===== config.mk =====
export PLATFORM = sky130hd
export DESIGN_NAME = pixel_plot_sink
export DESIGN_NICKNAME = d
export VERILOG_FILES = /design/src/rtl/plot_pkg.sv /design/src/rtl/pixel_fifo.sv /design/src/rtl/pixel_plot_sink.sv
export SDC_FILE = /design/constraint.sdc
export NUM_CORES = 1
export LEC_CHECK = 0
export BUFFER_PORTS_ARGS = -buffer_cell sky130_fd_sc_hd__clkbuf_2
export CELL_PAD_IN_SITES_DETAIL_PLACEMENT = 0
export CELL_PAD_IN_SITES_GLOBAL_PLACEMENT = 2
export CORE_ASPECT_RATIO = 0.75
export CORE_MARGIN = 2
export CORE_UTILIZATION = 46
export CTS_BUF_LIST = sky130_fd_sc_hd__clkbuf_4
export DETAILED_ROUTE_END_ITERATION = 16
export PLACE_DENSITY_LB_ADDON = 0.1
export SLEW_MARGIN = 20
export SYNTH_ARGS = -nofsm -noshare
export SYNTH_HDL_FRONTEND = slang
export SYNTH_SLANG_ARGS = --single-unit

===== constraint.sdc =====
create_clock -name clk -period 6.95 [get_ports clk]
set_input_delay 0.695 -clock clk [delete_from_list [all_inputs] [get_ports clk]]
set_output_delay 0.695 -clock clk [all_outputs]
set_load 0.02 [all_outputs]

===== src/rtl/plot_pkg.sv =====
// Shared types and constants for the pixel-plot sink: screen geometry, pixel record, FSM encoding.
package plot_pkg;

    localparam int unsigned SCREEN_W  = 160;
    localparam int unsigned SCREEN_H  = 120;
    localparam int unsigned FB_ADDR_W = 15;
    localparam int unsigned COLOR_W   = 3;
    localparam int unsigned COORD_W   = 8;

    typedef struct packed {
        logic [COORD_W-1:0] x;
        logic [COORD_W-1:0] y;
        logic [COLOR_W-1:0] color;
    } pixel_t;

    typedef enum logic {
        StDrain = 1'b0,
        StClear = 1'b1
    } state_e;

endpackage


===== src/rtl/pixel_fifo.sv =====
// Small synchronous FIFO of pixel records; storage and pointers clear on asynchronous reset.
module pixel_fifo
    import plot_pkg::*;
#(
    parameter int unsigned Depth = 8
) (
    input  logic                   clk_i,
    input  logic                   rst_i,
    input  logic                   push_i,
    input  pixel_t                 wdata_i,
    input  logic                   pop_i,
    output pixel_t                 rdata_o,
    output logic [$clog2(Depth):0] count_o,
    output logic                   full_o,
    output logic                   empty_o
);

    localparam int unsigned AW = $clog2(Depth);

    pixel_t          mem_q [Depth];
    logic [AW-1:0]   wr_ptr_q, rd_ptr_q;
    logic [AW:0]     count_q, count_d;

    always_comb begin
        count_d = count_q;
        if (push_i && !pop_i) begin
            count_d = count_q + 1'b1;
        end else if (!push_i && pop_i) begin
            count_d = count_q - 1'b1;
        end
    end

    always_ff @(posedge clk_i or posedge rst_i) begin
        if (rst_i) begin
            wr_ptr_q <= '0;
            rd_ptr_q <= '0;
            count_q  <= '0;
            for (int i = 0; i < int'(Depth); i++) begin
                mem_q[i] <= '0;
            end
        end else begin
            if (push_i) begin
                mem_q[wr_ptr_q] <= wdata_i;
                wr_ptr_q        <= wr_ptr_q + 1'b1;
            end
            if (pop_i) begin
                rd_ptr_q <= rd_ptr_q + 1'b1;
            end
            count_q <= count_d;
        end
    end

    assign rdata_o = mem_q[rd_ptr_q];
    assign count_o = count_q;
    assign full_o  = (count_q == (AW + 1)'(Depth));
    assign empty_o = (count_q == '0);

endmodule


===== src/rtl/pixel_plot_sink.sv =====
// Buffers game pixel plots and drains them into the framebuffer write port; also sweeps a
// full-screen clear that takes priority over draining.
module pixel_plot_sink
    import plot_pkg::*;
#(
    parameter int unsigned        FIFO_DEPTH = 8,
    parameter int unsigned        SCREEN_W   = 160,
    parameter int unsigned        SCREEN_H   = 120,
    parameter logic [COLOR_W-1:0] BG_COLOR   = 3'b000
) (
    input  logic                 clk,
    input  logic                 reset,
    input  logic                 plot,
    input  logic [7:0]           x,
    input  logic [7:0]           y,
    input  logic [2:0]           color,
    input  logic                 clear_req,
    input  logic                 fb_ready,
    output logic                 fb_we,
    output logic [14:0]          fb_addr,
    output logic [2:0]           fb_data,
    output logic                 clear_busy,
    output logic                 overflow,
    output logic                 oob
);

    localparam int unsigned          CntW      = $clog2(FIFO_DEPTH) + 1;
    localparam logic [COORD_W-1:0]   XLim      = COORD_W'(SCREEN_W);
    localparam logic [COORD_W-1:0]   YLim      = COORD_W'(SCREEN_H);
    localparam logic [FB_ADDR_W-1:0] RowStride = FB_ADDR_W'(SCREEN_W);
    localparam logic [FB_ADDR_W-1:0] ClearLast = FB_ADDR_W'(SCREEN_W * SCREEN_H - 1);

    state_e                state_q, state_d;
    logic [FB_ADDR_W-1:0]  clr_cnt_q, clr_cnt_d;
    logic                  overflow_q, oob_q;

    pixel_t                in_px, head_px;
    logic [CntW-1:0]       fifo_count;
    logic                  fifo_full, fifo_empty;
    logic                  in_range, push, pop;
    logic [FB_ADDR_W-1:0]  head_addr;

    always_comb begin
        in_px       = '0;
        in_px.x     = x;
        in_px.y     = y;
        in_px.color = color;
    end

    // Room is judged on the pre-edge occupancy, so a same-cycle pop never frees a slot.
    assign in_range = (x < XLim) && (y < YLim);
    assign push     = plot && in_range && (fifo_count < CntW'(FIFO_DEPTH));

    pixel_fifo #(
        .Depth (FIFO_DEPTH)
    ) u_fifo (
        .clk_i   (clk),
        .rst_i   (reset),
        .push_i  (push),
        .wdata_i (in_px),
        .pop_i   (pop),
        .rdata_o (head_px),
        .count_o (fifo_count),
        .full_o  (fifo_full),
        .empty_o (fifo_empty)
    );

    assign head_addr = FB_ADDR_W'(head_px.y) * RowStride + FB_ADDR_W'(head_px.x);

    always_comb begin
        state_d   = state_q;
        clr_cnt_d = clr_cnt_q;
        fb_we     = 1'b0;
        pop       = 1'b0;
        fb_addr   = head_addr;
        fb_data   = head_px.color;
        unique case (state_q)
            StDrain: begin
                fb_we = fb_ready && !fifo_empty;
                pop   = fb_we;
                if (clear_req) begin
                    state_d   = StClear;
                    clr_cnt_d = '0;
                end
            end
            StClear: begin
                fb_we   = fb_ready;
                fb_addr = clr_cnt_q;
                fb_data = BG_COLOR;
                if (fb_ready) begin
                    if (clr_cnt_q == ClearLast) begin
                        state_d   = StDrain;
                        clr_cnt_d = '0;
                    end else begin
                        clr_cnt_d = clr_cnt_q + 1'b1;
                    end
                end
            end
            default: state_d = StDrain;
        endcase
    end

    always_ff @(posedge clk or posedge reset) begin
        if (reset) begin
            state_q    <= StDrain;
            clr_cnt_q  <= '0;
            overflow_q <= 1'b0;
            oob_q      <= 1'b0;
        end else begin
            state_q    <= state_d;
            clr_cnt_q  <= clr_cnt_d;
            overflow_q <= overflow_q | (plot && in_range && fifo_full);
            oob_q      <= oob_q | (plot && !in_range);
        end
    end

    assign clear_busy = (state_q == StClear);
    assign overflow   = overflow_q;
    assign oob        = oob_q;

endmodule


==> summary.md <==
| Metric | Value |
|---|---|
| GRT Total Usage | a little over a fifth |
| Setup violations, final | 0 |
| Commonest non-fill, non-tap cell in the layout | dfrtp_1 |
| IO Pins | 46 |
| Inst Count DP | approximately 900 |
| Post-synthesis cell area | ~8900 µm² |
| Area contributors post-synth | dfrtp_1 (50%), mux2_2 (19%), mux4_2 (9.6%), ha_1 (2.9%), o21ai_0 (2.0%) |
| Area grow syn2layout | 8.49% |
| Number of nets in the final layout | between 700 and 800 |
| Final Non-Filler Cells | 950 |
| Synthesized flop and latch total | between 150 and 200 |
| Worst r2r path cells | 12 |
| First DRT Iteration DRCs | between 200 and 300 |
| Final Cycle Share | ~77% |
| Critical Path Source Type | register |
| Final Core Density | between 50 and 60% |
| Total iterations of the first detailed-routing run | 4 |
| RR Endpoint | u_fifo.count_o[3] |
| Routed len/inst | just over 20 µm |
| Met1 usage | a little under a third |
| Distinct cells, synth | 52 |
| CTS tree | done |
| Worst r2r src | u_fifo.count_o[0] |
| Worst path bufs/invs | 3 |
| Critical Path Sink | fb_addr[13] |
| Max-Slew Margin vs Limit | between 20 and 30% |
| # clock sinks | 180 |
| Final wirelength | slightly below 20 mm |
| Synth warnings | 0 |
| Die W | between 150 and 200 µm |
| DR vias | ~5.3k |
| CTS Root Cell | clkbuf_4 |
| Arrival time worst endpoint | ~4700 ps |
| Starting Density | roughly 47% |
| Crit path cell chain | mux4_2 > mux2i_1 > inv_1 > ha_1 > ha_1 > inv_1 > fa_1 > nor2b_1 > o22ai_1 > xnor2_1 > nand3_1 > xor2_1 > o21ai_0 > clkbuf_2 |
| RSZ-0062 raised after global routing | no |
| Worst Hold Class | in2async |
| Avg Cell Area, Syn | between 10 and 15 µm² |
| Worst-Skew Late Latency | 570 ps |
| CP startpoint | u_fifo.rd_ptr_q[0] |
| Gr busiest metal | met2 |
| Tmin final | 5370 ps |
| Commonest cells after routing, fill and taps aside | dfrtp_1 (179), mux2_2 (148), clkbuf_2 (45) |
| Number of global-route vias before repair | ~5.8k |
| H-tree levels | 4 |
| Post-synthesis net count | around 700 |
| Most used DFF post-synth | dfrtp_1 |
| Top cell type by total area after synthesis | dfrtp_1 |
| GR Util met3 | around 4.2% |
| Req. time, crit path | approximately 6300 ps |
| Final setup TNS | 0 ps |
| CTS Buf Count | 17 |
| PD cells | approximately 380 nW/µm² |
| R2R setup slack | approximately 4000 ps |
| Critical Path Max Stage Delay | 850 ps |
| FP Rows | 44 |
| Clk_skew | 31.9 ps |
| Detail Route Antenna Nets | 0 |
| # Max-Cap Violations | 0 |
| Total gr overflow | 0 |
| Slew Viols, Final | 0 |
| Die Height | about 120 µm |
| Post-synth EDFFs | 0 |
| DP HPWL | 12.8 mm |
| DR DRC count | 0 |
| Met2 Resource Use GR | approximately 33% |
| Max VDD drop | around 160 µV |
| CTS resizes | 0 |
| First-pass GRT wire length | between 30 and 40 mm |
| FMAX | about 190 MHz |
| WP depth | 14 |
| Area share of the largest cell type after synthesis | around half |
| Initial antenna violation count | 2 |
| Clock-pin slew on the worst setup and hold paths | about 150 ps |
| GPL Wtd Cong | between 0.7 and 0.8 |
| Layout cells sized above 1 | a little over two fifths |
| Max Buffers Root-to-Sink | 2 |
| Post-detailed-route via-to-cell ratio | roughly 5.6 |
| Die footprint | 20600 µm² |
| Delay-heaviest family, CP | multiplexers |
| CORE AREA | around 19000 µm² |
| CP Class | reg2out |
| Largest net degree at the start of global routing | about 110 |
| Leakage | 4.53 nW |
| Asr flop ratio synth | 100% |
| Final Hold Viols | 0 |
| Register area share after synthesis | approximately 50% |
| Status | complete, no violations |
| Slowest cell on crit path | dfrtp_2 |
| Post-CTS Hold Buffers | 0 |
| Crit-path max FO | 21 |
| Slew at the pin with the worst max-slew slack | approximately 1100 ps |
| Crit path capture type | output pin |
| Post-CTS setup buffer count | 0 |
| PortBufs | between 40 and 50 |
| Post-Synthesis Cells | roughly 640 |
layer usage:
metal / up-vias / wire length, µm
li1: 2434 / -
met4: 2 / 156
met2: 64 / 9210
met1: 2803 / 9760
met3: 11 / 562
met5: - / 11
worst reg2reg max path, delay by kind of cell, from the launching register on:
family,cells,cell delay (ps)
AND/OR/NAND/NOR,4,1090
buffers and inverters,2,230
AO/OA/AOI/OAI,2,340
XOR/XNOR,2,280
adder cells (fa/ha/maj),2,470
flip-flops,1,470
metrics by stage:
step	worst slack [ps]	instance area (µm²)	power (mW)	hold WS [ps]
floorplan	1370	8940	2.79	448
global placement	2240	9400	3.08	439
detailed placement	2140	9400	3.15	451
CTS	1490	9700	3.77	300
global route	1190	9700	4.00	316
finish	1580	9700	3.73	315
sequential cells by signal, indices dropped and copies added, names as in the netlist:
signal	count
clear_busy	1
u_fifo.wr_ptr_q	3
u_fifo.rd_ptr_q	3
u_fifo.mem_q	152
u_fifo.count_o	4
oob	1
overflow	1
clr_cnt_q	15
layout make-up:
class | count | area (µm²)
Sequential cell | 180 | 4510
Clock inverter | 13 | 158
Multi-Input combinational cell | 420 | 4250
Inverter | 12 | 50.0
Antenna cell | 1 | 2.50
Clock buffer | 19 | 143
Timing Repair Buffer | 52 | 278
Fill cell | 1667 | 9510
Tap cell | 253 | 317
kinds of logic (layout without fill, tap and decap cells):
family	count (synthesis)	count (layout)	share of synthesized area, %
AO/OA/AOI/OAI	59	59	3.96
XOR/XNOR	23	23	2.25
adder cells (fa/ha/maj)	24	24	3.61
buffers and inverters	43	96	2.11
flip-flops	180	180	50.4
multiplexers	207	207	31.1
other	0	1	0
AND/OR/NAND/NOR	107	107	6.66
worst min path at each step:
stage	slack (ps)	to	cells after the start
floorplan	450	u_fifo.mem_q[48]	1
CTS	300	oob	2
detailed placement	450	oob	1
global route	320	oob	2
finish	310	u_fifo.mem_q[28]	2
global placement	440	oob	1
where the power goes:
part	switching, mW	internal [mW]	total, mW
Sequential	0.253	1.45	1.70
Clock	0.388	0.235	0.623
Combinational	0.602	0.797	1.40
Yosys cell counts, types with 2 or more instances:
cell        n
fa_1        3
a211o_1     2
xor2_1     10
xnor2_1    13
o21ai_0    36
mux2_2    148
nand2b_1    6
ha_1       21
nor2b_1     7
and3_1      4
dfrtp_1   180
buf_6       2
nand3_2     3
inv_1      12
and2_1      9
and4_1      2
o211ai_1    2
nor2_1     22
nand3_1    10
a21oi_1     3
buf_2       7
a21o_1      3
mux2_4      9
mux4_2     38
clkbuf_1   19
mux2i_1    12
nand2_1    29
buf_1       2
and3b_1     2
o31ai_1     3
nand2_4     3
No activity file was read; power rests on OpenSTA's default activity.
